### src/rtl/fir_ctrl.sv
// fir_ctrl: sequencing controller for a time-multiplexed FIR filter.
// Accepts one input sample at a time, pulses the delay-line shift, sweeps the
// tap address across all TAPS taps, drives the MAC enable/clear one cycle
// behind the address (the delay line registers its tap output), then holds
// the result valid until the consumer takes it.
// Optional feature: define FIR_CTRL_FLUSH_EN to add a 'flush' input that
// clears the delay line from IDLE via a one-cycle reset_shift pulse.
module fir_ctrl #(
  parameter int TAPS = 32,
  parameter int AW   = 5
) (
  input  logic          clk,
  input  logic          rst_n,
  input  logic          probka_valid,
  output logic          probka_ready,
  output logic          nowa_shift,
  output logic          reset_shift,
  output logic [AW-1:0] adres,
  output logic [AW-1:0] wsp_adres,
  output logic          mac_en,
  output logic          mac_clr,
  output logic          wynik_valid,
  input  logic          wynik_ready,
`ifdef FIR_CTRL_FLUSH_EN
  input  logic          flush,
`endif
  output logic          busy
);

  // FLUSH is only reachable when the flush feature is compiled in.
  typedef enum logic [2:0] {
    IDLE  = 3'd0,
    SHIFT = 3'd1,
    SWEEP = 3'd2,
    DRAIN = 3'd3,
    DONE  = 3'd4,
    FLUSH = 3'd5
  } state_t;

  localparam logic [AW-1:0] LAST_TAP = AW'(TAPS - 1);
  localparam logic [AW-1:0] ONE      = AW'(1);

  state_t        state;
  state_t        state_next;
  logic [AW-1:0] tap_cnt;
  logic          flush_req;
  logic          accept;

`ifdef FIR_CTRL_FLUSH_EN
  assign flush_req = flush && (state == IDLE);
`else
  assign flush_req = 1'b0;
`endif

  // A sample is taken only when the controller advertises ready.
  assign accept = probka_valid && probka_ready;

  // State register: asynchronous reset aborts any sweep in progress.
  always_ff @(posedge clk or negedge rst_n) begin
    if (!rst_n) begin
      state <= IDLE;
    end else begin
      state <= state_next;
    end
  end

  // Tap counter: runs 0..TAPS-1 during SWEEP only, never wraps past the last tap.
  always_ff @(posedge clk or negedge rst_n) begin
    if (!rst_n) begin
      tap_cnt <= '0;
    end else if ((state == SWEEP) && (tap_cnt != LAST_TAP)) begin
      tap_cnt <= tap_cnt + ONE;
    end else begin
      tap_cnt <= '0;
    end
  end

  // Next-state logic: flush has priority over a new sample in IDLE.
  always_comb begin
    state_next = state;
    case (state)
      IDLE: begin
        if (flush_req) begin
          state_next = FLUSH;
        end else if (accept) begin
          state_next = SHIFT;
        end
      end
      SHIFT: state_next = SWEEP;
      SWEEP: begin
        if (tap_cnt == LAST_TAP) begin
          state_next = DRAIN;
        end
      end
      DRAIN: state_next = DONE;
      DONE: begin
        if (wynik_ready) begin
          state_next = IDLE;
        end
      end
      FLUSH:   state_next = IDLE;
      default: state_next = IDLE;
    endcase
  end

  // Output decode: MAC strobes trail the address by one cycle to match tap data.
  always_comb begin
    probka_ready = (state == IDLE) && rst_n && !flush_req;
    nowa_shift   = (state == SHIFT);
`ifdef FIR_CTRL_FLUSH_EN
    reset_shift  = (state == FLUSH);
`else
    reset_shift  = 1'b0;
`endif
    adres        = (state == SWEEP) ? tap_cnt : '0;
    wsp_adres    = adres;
    mac_en       = ((state == SWEEP) && (tap_cnt != '0)) || (state == DRAIN);
    mac_clr      = (state == SWEEP) && (tap_cnt == ONE);
    wynik_valid  = (state == DONE);
    busy         = (state != IDLE);
  end

endmodule

### config.mk
export PLATFORM = sky130hd
export DESIGN_NAME = fir_ctrl
export DESIGN_NICKNAME = d
export VERILOG_FILES = /design/src/rtl/fir_ctrl.sv
export SDC_FILE = /design/constraint.sdc
export NUM_CORES = 1
export LEC_CHECK = 0
export ABC_AREA = 1
export CELL_PAD_IN_SITES_DETAIL_PLACEMENT = 0
export CELL_PAD_IN_SITES_GLOBAL_PLACEMENT = 2
export CORE_MARGIN = 5
export CORE_UTILIZATION = 22
export CTS_BUF_LIST = sky130_fd_sc_hd__clkbuf_8
export DETAILED_ROUTE_END_ITERATION = 8
export PLACE_DENSITY = 0.84
export SLEW_MARGIN = 20
export SYNTH_ARGS = -nofsm -noshare
export SYNTH_HDL_FRONTEND = slang
export SYNTH_SLANG_ARGS = --single-unit
### constraint.sdc
create_clock -name clk -period 1.3 [get_ports clk]
set_clock_uncertainty 0.1 [all_clocks]
set_input_delay 0.195 -clock clk [delete_from_list [all_inputs] [get_ports clk]]
set_output_delay 0.195 -clock clk [all_outputs]
set_load 0.005 [all_outputs]
==> results.tsv <==
metric	value	unit
route.detailed.drc	0	
min_period_over_period	119.6	%
required	1000	ps
timing.critical_path.arrival	1260	ps
leakage	0.5595	nW
clock_path_buffers	2	
grt.met2_usage	17.44	%
die-area	0.003637	mm²
place_hpwl	1120	µm
post-synth-top-count-cell	nor2_1	
period_needed	1555	ps
worst_hold_slack	186.6	ps
power.density_cell_area	1862	mW/mm²
io_pins	21	
register_area	201.4	µm²
drt_first_iter_violations	6	
achievable-frequency	643.1	MHz
port_buffers	19	
areaGrowthSynthToFinish	87.42	%
crit_type	reg2out	
number_of_hold_violations_in_the_final_report	0	
grt_max_degree	10	
tritoncts	yes	
vias_per_cell	3.966	
seq_area_frac_synth	35.96	%
asyncSetResetFlopFracSynth	100.0	%
yosys_warnings	0	
yosys.cell_types.count	19	
setup_violations	22	
share_of_layout_cells_above_drive_strength_1	62.61	%
synth_enable_flop_cells	0	
grt_antenna_before_repair	0	
remaining_antenna_violation_count_after_routing	0	
yosysTopAreaCellShare	35.96	%
timing.final.max_slew_violations	0	
cts.sinks	8	
clk_transition_reported_paths	40	ps
fp.coreArea	0.002455	mm²
die_width	60.31	µm
vias	575	
synth.top_cells.by_count	15 x nor2_1, 14 x inv_1, 8 x dfrtp_1	
first_global_vias	594	
gr-total-overflow	0	
ir_worst_vdd	0.0008215	V
synthesis.instances	71	
cts_root_buffer	clkbuf_8	
area_of_the_multi_input_gates	347.8	µm²
leading_post_synthesis_cells_by_cell_area	dfrtp_1 36%, nor2_1 10%, inv_1 9.4%	
worst_hold_path_type	in2async	
tritoncts.num_buffers	3	
n_antenna_cell	0	
floorplan.initialDensity	22.68	%
worst_slack	-254.9	ps
postSynth.topFlopCell	dfrtp_1	
violations	setup timing	
grt_setup_unrepaired	yes	
global_route.peak_usage_layer	met2	
drtPass1Iterations	4	
max_cap_violations	0	
avgRoutedWirePerCell	11.01	µm
critPathMaxFanout	5	
yosys.area.top_type	dfrtp_1	
num_rows	18	
critical_path_endpoint_category	primary output	
insertion_delay	230	ps
synthesis.area_per_instance	7.842	µm²
grt_use_total	10.23	%
globalRouteMet1Util	10.78	%
routabilityCongestion	0.7059	
startpoint_type	register	
grt_pass1_wl	2566	µm
drt-total-wl	1596	µm
area_of_the_mapped_netlist	556.8	µm²
final_cell_utilization_of_the_core	42.51	%
floorplan.die.height	60.31	µm
run_status	finished, violations left	
synth_seq_cells	8	
fin_nets	125	
synthesis.nets	79	
n_fill_cell	245	
clock_tree.htree_level_count	1	
globalRouteMet3Util	1.944	%
-- metal layers --
metal | wire length, µm | share of wire (%)
met2 | 816 | 51
met4 | 51 | 3.2
met5 | 0 | 0
met3 | 104 | 6.5
met1 | 624 | 39
-- cells in the final DEF, fill, tap and decap left out, drive strengths merged --
cell,synthesis,routed
clkbuf,1,3
dfrtp,8,8
a21oi,1,1
nor2,16,16
nor3,2,2
nand4,1,1
buf,6,45
inv,14,14
conb,1,1
nor3b,1,1
nand3,6,6
clkdlybuf4s50,0,3
nand2,7,7
ha,4,4
nand3b,1,1
o21ai,2,2
-- cell type report --
class	count	share of cell area, %
inverters	14	5.036
multi-input cells	42	33.33
repair buffers	48	34.77
well taps	30	3.597
flip-flops and latches	8	19.30
clock buffers	3	3.957
-- stage by stage --
step / cell area [µm²] / setup slack, ps / instances / TNS [ps] / total power, W
global placement: 887.1 / -315.0 / 132 / -4934 / 0.001283
detailed placement: 887.1 / -332.8 / 132 / -5507 / 0.001299
CTS: 1003 / -262.5 / 142 / -3595 / 0.001815
finish: 1044 / -254.9 / 145 / -3526 / 0.001943
global route: 1044 / -332.1 / 145 / -4837 / 0.002093
floorplan: 566.8 / -38.61 / 71 / -60.81 / 0.0008026
-- cells by family (layout without fill, tap and decap cells) --
| kind of cell | Yosys count | in the layout | synth area share, % |
|---|---|---|---|
| DFF | 8 | 8 | 35.95 |
| other | 1 | 1 | 0.6735 |
| and+or+nand+nor | 34 | 34 | 33.26 |
| adders and majority gates | 4 | 4 | 8.989 |
| AOI/OAI and AO/OA | 3 | 3 | 2.694 |
| buffers and inverters | 21 | 65 | 18.43 |
-- final timing paths --
| check | from | endpoint | slack [ps] | depth (start not counted) |
|---|---|---|---|---|
| max in group asynchronous | rst_n | state[1] | 760 | 2 |
| min in group clk | tap_cnt[3] | tap_cnt[3] | 440 | 2 |
| hold / removal | rst_n | state[0] | 190 | 2 |
| hold reg to reg | tap_cnt[3] | tap_cnt[3] | 440 | 2 |
| setup reg to reg | tap_cnt[1] | state[0] | -130 | 8 |
| setup / recovery | state[2] | mac_clr | -250 | 5 |
-- sequential cells by signal, indices dropped and copies added, names as in the netlist --
name and flops:
state 3, tap_cnt 5
-- report_power, final --
group | leakage, nW | internal [W] | switching (W)
Clock | 0.0216 | 0.000201 | 0.000100
Sequential | 0.106 | 0.000317 | 0.0000848
Combinational | 0.432 | 0.000672 | 0.000569
Total | 0.559 | 0.00119 | 0.000754
-- repair_timing --
item | CTS | global route
hold buffers | 0 | 0
pin swaps | 6 | 4
gates resized for setup | 85 | 11
buffers inserted | 7 | 3
setup endpoints to repair | 22 | 22
-- critical path: stages (launching register included) --
cell	delay [ps]
dfrtp_1	410
nor2_4	150
nand2_4	80
buf_6	130
nor3b_2	130
buf_2	120
Power figures use the tool's default switching activity.
